--- src/rtl/id_stage.sv ---
// id_stage: instruction decode stage of a 5-stage MIPS pipeline.
// Decodes the IF/ID instruction into WB/M/EX control bundles, reads rs/rt
// from a 32x32 register file written by WB, sign-extends the immediate and
// registers everything into the ID/EX latch (flush > hold > load).
// Optional feature macro: REGFILE_BYPASS_EN (same-cycle WB -> read bypass).
module id_stage #(
  parameter logic [5:0] NOP_OPCODE = 6'h3F
) (
  input  logic        clk,
  input  logic        rst_n,
  input  logic [31:0] IF_ID_INSTR,
  input  logic [31:0] IF_ID_NPC,
  input  logic        MEM_WB_RegWrite,
  input  logic [4:0]  MEM_WB_WriteReg,
  input  logic [31:0] WB_WriteData,
  input  logic        flush,
  input  logic        hold,
  output logic [1:0]  ID_EX_WB,
  output logic [2:0]  ID_EX_M,
  output logic [3:0]  ID_EX_EX,
  output logic [31:0] ID_EX_NPC,
  output logic [31:0] ID_EX_RD1,
  output logic [31:0] ID_EX_RD2,
  output logic [31:0] ID_EX_IMM,
  output logic [4:0]  ID_EX_RT,
  output logic [4:0]  ID_EX_RD
);

  logic [31:0] regs_r [32];
  logic [5:0]  op_s;
  logic [5:0]  eff_op_s;
  logic [1:0]  wb_s;
  logic [2:0]  m_s;
  logic [3:0]  ex_s;
  logic [4:0]  rs_s;
  logic [4:0]  rt_s;
  logic [31:0] rd1_s;
  logic [31:0] rd2_s;
  logic [31:0] imm_s;
  logic        wr_en_s;

  assign op_s    = IF_ID_INSTR[31:26];
  assign rs_s    = IF_ID_INSTR[25:21];
  assign rt_s    = IF_ID_INSTR[20:16];
  assign imm_s   = {{16{IF_ID_INSTR[15]}}, IF_ID_INSTR[15:0]};
  assign wr_en_s = MEM_WB_RegWrite && (MEM_WB_WriteReg != 5'd0);

  // Opcode decode: unsupported opcodes are folded onto NOP_OPCODE, which decodes to zero control.
  always_comb begin
    case (op_s)
      6'h00, 6'h23, 6'h2B, 6'h04: eff_op_s = op_s;
      default:                    eff_op_s = NOP_OPCODE;
    endcase
    case (eff_op_s)
      6'h00: begin wb_s = 2'b10; m_s = 3'b000; ex_s = 4'b1100; end
      6'h23: begin wb_s = 2'b11; m_s = 3'b010; ex_s = 4'b0001; end
      6'h2B: begin wb_s = 2'b00; m_s = 3'b001; ex_s = 4'b0001; end
      6'h04: begin wb_s = 2'b00; m_s = 3'b100; ex_s = 4'b0010; end
      default: begin wb_s = 2'b00; m_s = 3'b000; ex_s = 4'b0000; end
    endcase
  end

  // Combinational operand read; $0 is hard-wired to zero, optional WB bypass.
  always_comb begin
    if (rs_s == 5'd0) begin
      rd1_s = 32'd0;
    end else begin
      rd1_s = regs_r[rs_s];
    end
    if (rt_s == 5'd0) begin
      rd2_s = 32'd0;
    end else begin
      rd2_s = regs_r[rt_s];
    end
`ifdef REGFILE_BYPASS_EN
    if (wr_en_s && (MEM_WB_WriteReg == rs_s)) begin
      rd1_s = WB_WriteData;
    end else begin
      rd1_s = rd1_s;
    end
    if (wr_en_s && (MEM_WB_WriteReg == rt_s)) begin
      rd2_s = WB_WriteData;
    end else begin
      rd2_s = rd2_s;
    end
`endif
  end

  // Register file write port; writes to $0 are dropped, reset clears every entry.
  always_ff @(posedge clk or negedge rst_n) begin
    if (!rst_n) begin
      for (int i = 0; i < 32; i++) begin
        regs_r[i] <= 32'd0;
      end
    end else if (wr_en_s) begin
      regs_r[MEM_WB_WriteReg] <= WB_WriteData;
    end
  end

  // ID/EX pipeline latch: flush zeroes control but loads data, hold freezes everything.
  always_ff @(posedge clk or negedge rst_n) begin
    if (!rst_n) begin
      ID_EX_WB  <= 2'b00;
      ID_EX_M   <= 3'b000;
      ID_EX_EX  <= 4'b0000;
      ID_EX_NPC <= 32'd0;
      ID_EX_RD1 <= 32'd0;
      ID_EX_RD2 <= 32'd0;
      ID_EX_IMM <= 32'd0;
      ID_EX_RT  <= 5'd0;
      ID_EX_RD  <= 5'd0;
    end else if (flush) begin
      ID_EX_WB  <= 2'b00;
      ID_EX_M   <= 3'b000;
      ID_EX_EX  <= 4'b0000;
      ID_EX_NPC <= IF_ID_NPC;
      ID_EX_RD1 <= rd1_s;
      ID_EX_RD2 <= rd2_s;
      ID_EX_IMM <= imm_s;
      ID_EX_RT  <= IF_ID_INSTR[20:16];
      ID_EX_RD  <= IF_ID_INSTR[15:11];
    end else if (!hold) begin
      ID_EX_WB  <= wb_s;
      ID_EX_M   <= m_s;
      ID_EX_EX  <= ex_s;
      ID_EX_NPC <= IF_ID_NPC;
      ID_EX_RD1 <= rd1_s;
      ID_EX_RD2 <= rd2_s;
      ID_EX_IMM <= imm_s;
      ID_EX_RT  <= IF_ID_INSTR[20:16];
      ID_EX_RD  <= IF_ID_INSTR[15:11];
    end
  end

endmodule

--- config.mk ---
export PLATFORM = sky130hd
export DESIGN_NAME = id_stage
export DESIGN_NICKNAME = d
export VERILOG_FILES = /design/src/rtl/id_stage.sv
export SDC_FILE = /design/constraint.sdc
export NUM_CORES = 2
export LEC_CHECK = 0
export ABC_AREA = 1
export BUFFER_PORTS_ARGS = -buffer_cell sky130_fd_sc_hd__buf_4
export CAP_MARGIN = 20
export CORE_MARGIN = 2
export CORE_UTILIZATION = 45
export CTS_BUF_LIST = sky130_fd_sc_hd__clkbuf_4
export DETAILED_ROUTE_END_ITERATION = 6
export SETUP_SLACK_MARGIN = 0.2
export SYNTH_ARGS = -nofsm -noshare
export SYNTH_HDL_FRONTEND = slang
export SYNTH_SLANG_ARGS = --single-unit
--- constraint.sdc ---
create_clock -name clk -period 1 [get_ports clk]
set_input_delay 0.2 -clock clk [delete_from_list [all_inputs] [get_ports clk]]
set_output_delay 0.2 -clock clk [all_outputs]
set_load 0.05 [all_outputs]
Word level (Yosys, flattened, before mapping)
Index checks and enable logic that the tools add are counted.
{"block": "totals", "reg_bits": 1171, "input_bits": 106, "out_inout_bits": 147, "elab_cells": 97}
{"block": "classes", "n_lt_le_gt_ge": 4, "n_eq_ne": 7, "mux": 33, "bitwise": 3, "n_reduce_logical": 9}
{"op": "bitwise mux 1024 bit", "n": 1}
{"op": "two-way mux 32 bit", "n": 15}
{"op": "binary-select mux 32 bit (select 5 bit)", "n": 2}
{"op": "demux 32 bit (select 5 bit)", "n": 1}
{"op": "== test 6 bit, second input constant", "n": 4}
{"op": "two-way mux 5 bit", "n": 4}
{"op": "greater-or-equal comparator 6 bit, second input constant", "n": 3}
{"op": "inverter 5 -> 6 bit", "n": 3}
{"op": "== test 6 x 3 -> 1 bit, second input constant", "n": 2}
{"op": "logical NOT 6 bit", "n": 2}
{"op": "one-hot mux 4 bit (3 select lines)", "n": 1}
{"op": "logical NOT 5 bit", "n": 2}
{"op": "one-hot mux 3 bit (3 select lines)", "n": 1}
{"op": "two-way mux 4 bit", "n": 2}
{"op": "less-than comparator 6 x 1 -> 1 bit, second input constant", "n": 1}
{"op": "two-way mux 3 bit", "n": 2}
{"op": "two-way mux 6 bit", "n": 1}
{"op": "nonzero test 5 bit", "n": 1}
{"op": "two-way mux 2 bit", "n": 2}
{"op": "one-hot mux 2 bit (2 select lines)", "n": 1}
{"op": "OR reduction 4 bit", "n": 1}
{"op": "logical AND 1 bit", "n": 2}
{"op": "!= test 2 bit, second input constant", "n": 1}
{"op": "OR reduction 2 bit", "n": 1}

Depth between registers and ports, before layout
{"block": "depth", "word_depth": 8, "mapped_depth": 13, "depth_no_buf": 11}

Worst setup path before layout
OpenSTA, ideal clock, no wires.
{"block": "synth_path", "path_kind": "input port to flip-flop", "from": "input IF_ID_INSTR[22]", "to": "register ID_EX_RD1[10]", "setup_time_ns": 0.118, "t_arrival_ns": 1.440, "required_ns": 0.882, "path_slack_ns": -0.558, "path_stages": 9, "n_path_buf": 3, "path_cell_list": "buf_2 nor2_1 buf_2 nand4_1 nand2_1 inv_1 clkbuf_1 nand3_1 nand2_1"}
{"block": "synth_between", "elab_chain_len": 7, "word_cells_on_any_way": 8, "cone_classes": "mux: 6; bitwise: 1; reduce/logical: 1"}
{"item": "start: declaration", "line_no": "11", "source": "input logic [31:0] IF_ID_INSTR,"}
{"item": "inverter 5 -> 6 bit (not written as such)", "line_no": "68", "source": "rd1_s = regs_r[rs_s];"}
{"item": "binary-select mux 32 bit (select 5 bit)", "line_no": "68"}
{"item": "two-way mux 32 bit (not written as such) (2 in series)", "line_no": "68"}
{"item": "two-way mux 32 bit *", "line_no": "65", "source": "if (rs_s == 5'd0) begin"}
{"item": "two-way mux 32 bit", "line_no": "122", "source": "end else if (!hold) begin"}
{"item": "two-way mux 32 bit *", "line_no": "112", "source": "end else if (flush) begin"}
{"item": "end signal: assignment", "line_no": "117", "source": "ID_EX_RD1 <= rd1_s;"}
{"item": "end signal: assignment", "line_no": "127", "source": "ID_EX_RD1 <= rd1_s;"}
{"item": "end: declaration", "line_no": "22", "source": "output logic [31:0] ID_EX_RD1,"}
Mark *: on every way between the ends. The rest lies on a longest branch, timed or not. The select of a mux whose other input is x is not followed.
A chain may end at the register's enable or synchronous reset.

==> Implementation_results.wiki <==
{| class="wikitable"
! Metric !! Value
|-
| Number of standard-cell rows in the floorplan || 136
|-
| Maximum operating frequency || 455 MHz
|-
| Core Footprint || 138000 um2
|-
| Biggest area consumer among synthesized cells || dfrtp_1
|-
| CTS tree || done
|-
| Clock period minus final worst setup slack || 2.20 ns
|-
| Die area || 142000 um2
|-
| Yosys Warn Count || 0
|-
| Final Hold Vio Count || 988
|-
| Unrepaired setup endpoints after global routing || true
|-
| Seq/Total Area, Yosys || 45.9%
|-
| Setup violators final || 251
|-
| 1st-iter DRT viols || 10000
|-
| Die Height || 377 um
|-
| Top-area cell type share of the netlist area || 45.9%
|-
| Largest cells by area after synthesis || dfrtp_1 46%, nand2_1 26%, nand3_1 8.8%
|-
| Clock slew at reported path FFs || 0.06 ns
|-
| Vias/cell || 5.88
|-
| Pin count of the biggest net entering global routing || 89
|-
| Critical Setup Path Class || flop to primary output
|-
| Crit end category || primary output
|-
| Ratio of cells with drive above 1 in the final layout || 20.3%
|-
| Slew @ Worst Pin || 1.02 ns
|-
| Clock latency of the later-clocked register in the worst-skew pair || 1.35 ns
|-
| GR Util All Layers || 39.6%
|-
| Flip-flop and latch count after synthesis || 1148
|-
| Period Utilization, post-route || 220%
|-
| Post-Syn Nets || 9267
|-
| Count of cell types in the netlist || 27
|-
| Total congestion overflow after global routing || 0
|-
| Average routed wire per standard cell || 24.0 um
|-
| Data arrival time of the critical path || 2.00 ns
|-
| Last weighted congestion value of the routability-driven placer || 0.963
|-
| Outcome || finished, violations left
|-
| Number of nets still failing antenna checks after routing || 0
|-
| Critical Path Source Type || flop
|-
| Max_slew headroom || 31.6%
|-
| Worst hold path type || primary input to flop
|-
| H-tree level count || 5
|-
| DIE WIDTH || 377 um
|-
| IO Count || 253
|-
| Number of global-route vias before repair || 67400
|-
| Post-route worst hold slack || -0.501 ns
|-
| Worst ir drop on vdd || 1.05 mV
|-
| Antenna violations before repair || 12
|-
| Sequential cell area || 28800 um2
|-
| Post-route cell area || 83500 um2
|-
| Avg Synthesized Cell Area || 6.83 um2
|-
| Number of filler cells placed in the layout || 12300
|-
| Ordered cell list for the critical path || buf_6 -> buf_6
|-
| Post-DP Area || 74200 um2
|-
| Total CTS buffers || 341
|-
| Remaining routing DRC violations || 0
|-
| Layout-stage area growth over the synthesis result || 33.5%
|-
| Instance count along the most critical hold path || 5
|-
| Post-Synthesis Cells || 9161
|-
| Setup slack at placement || -0.794 ns
|-
| Req. time, crit path || 0.80 ns
|-
| Quantity of I/O buffers inserted on ports || 252
|-
| Area taken by multi-input logic gates || 31700 um2
|-
| Final Skew || 0.0904 ns
|-
| Maximum capacitance violations || 0
|-
| Power per cell area || 1700 nW/um2
|-
| Number of cells on the worst reg-to-reg path || 9
|-
| Most common cell after layout, fill and taps aside || nand2_1
|-
| Total clock sinks || 1148
|-
| CP dominant cell by count || buf_6
|-
| Top library cells by usage in the layout, fill and taps aside || 4282 x nand2_1, 1126 x dfrtp_1, 1000 x nand3_1
|-
| Number of nets at the end of the flow || 10300
|-
| Library cell used as clock root buffer || clkbuf_4
|-
| Cell with the largest stage delay on the worst path || dfrtp_2
|-
| Via count || 71600
|-
| Final-report max-slew violation count || 0
|-
| Half-perimeter wire length after placement || 184 mm
|-
| Initial standard-cell utilization of the core || 45.4%
|-
| Wire length of the first global-routing pass || 426 mm
|-
| Violations in the final reports || negative hold slack, negative setup slack
|-
| Clock Tree Buf Depth || 4
|-
| Final core occ || 60.7%
|-
| Critical Path Max Stage Delay || 0.41 ns
|-
| Total routed wirelength || 292 mm
|-
| Leakage power summed over all cells || 41.3 nW
|-
| Cell area after synthesis || 62500 um2
|-
| Drt first pass iters || 7
|-
| Critical-path maximum fanout || 10
|-
| Fin worst setup slack || -1.20 ns
|}
==> synthesized netlist by cell type (all sizes together) <==
| cell type | instances |
|---|---|
| nor2 | 249 |
| nand3b | 62 |
| a32o | 1 |
| a21oi | 475 |
| inv | 27 |
| clkbuf | 525 |
| nor3 | 7 |
| nand2 | 4402 |
| nand4 | 4 |
| nor4 | 2 |
| clkinv | 35 |
| dfrtp | 1148 |
| buf | 276 |
| nand3 | 1107 |
| o21ai | 841 |
==> cells by family (layout without fill, tap and decap cells) <==
| family | Yosys count | count (layout) | share of synthesized area (%) |
|---|---|---|---|
| AO/OA/AOI/OAI | 1317 | 1317 | 10.6 |
| buffers and inverters | 863 | 2088 | 5.70 |
| flip-flops | 1148 | 1148 | 45.9 |
| other | 0 | 12 | 0 |
| AND/OR/NAND/NOR | 5833 | 5833 | 37.8 |
==> worst max-delay path: cells and delay by family (launching register included) <==
| family | cells | cell delay [ns] |
|---|---|---|
| buffers and inverters | 2 | 0.30 |
| flip-flops | 1 | 0.41 |
==> metal layers <==
| layer | vias to the layer above | GRT usage (%) | part of all wire (%) |
|---|---|---|---|
| met1 | 33700 | 53.6 | 39 |
| met4 | 6 | 19.3 | 5.6 |
| met2 | 5130 | 59.2 | 43 |
| met5 | - | 0 | 0.015 |
| met3 | 1131 | 9.97 | 13 |
| li1 | 31700 | - | - |
==> area by class of cell <==
type / instances / area share (%)
Inverter: 62 / 0.394
Multi-Input combinational cell: 7150 / 38.0
Sequential cell: 1148 / 34.4
Timing Repair Buffer: 1471 / 19.8
Tap cell: 1794 / 2.69
Clock inverter: 85 / 0.423
Clock buffer: 470 / 4.23
Antenna cell: 12 / 0.0360
==> per-stage QoR <==
stage / power, mW / TNS (ns) / cells
after floorplan: 80.6 / -371.36 / 9161
after global placement: 93.7 / -641.18 / 11300
after detailed placement: 94.5 / -661.32 / 11300
after CTS: 140 / -213.18 / 12100
after global routing: 149 / -214.20 / 12200
final: 142 / -202.53 / 12200
==> state kept, by name, indices dropped and copies added, names as in the netlist <==
signal	flops
ID_EX_M	2
ID_EX_RD2	32
ID_EX_WB	2
ID_EX_EX	3
ID_EX_RT	5
regs_r	1024
ID_EX_NPC	32
ID_EX_RD1	32
ID_EX_IMM	16
==> what timing repair did <==
item	in CTS	in global routing
hold endpoints to repair	2264	1116
hold buffers	251	65
resized for setup	307	234
buffers inserted	40	70
setup endpoints to repair	214	1240
gates cloned	0	7
pin swaps	214	245
==> where the power goes <==
part	total [mW]	internal, mW	leakage, nW	switching, mW
sequential	62.1	54.8	14.7	7.30
combinational	36.2	15.1	24.3	21.2
clock	43.4	21.7	2.34	21.7
==> worst paths after layout <==
kind / from / endpoint / slack (ns)
hold reg to reg: regs_r[998]$_DFFE_PN0P_ / regs_r[998]$_DFFE_PN0P_ / 0.40
min in group asynchronous: rst_n / regs_r[899]$_DFFE_PN0P_ / -0.04
max in group asynchronous: rst_n / ID_EX_RD1[26]$_DFFE_PN0P_ / 0.25
setup / recovery: ID_EX_IMM[30]$_DFFE_PN0P_ / ID_EX_IMM[23] / -1.20
hold / removal: MEM_WB_WriteReg[3] / regs_r[371]$_DFFE_PN0P_ / -0.50
setup reg to reg: regs_r[369]$_DFFE_PN0P_ / ID_EX_RD1[17]$_DFFE_PN0P_ / -0.36
Note: power is estimated with default switching activity, not from simulation.
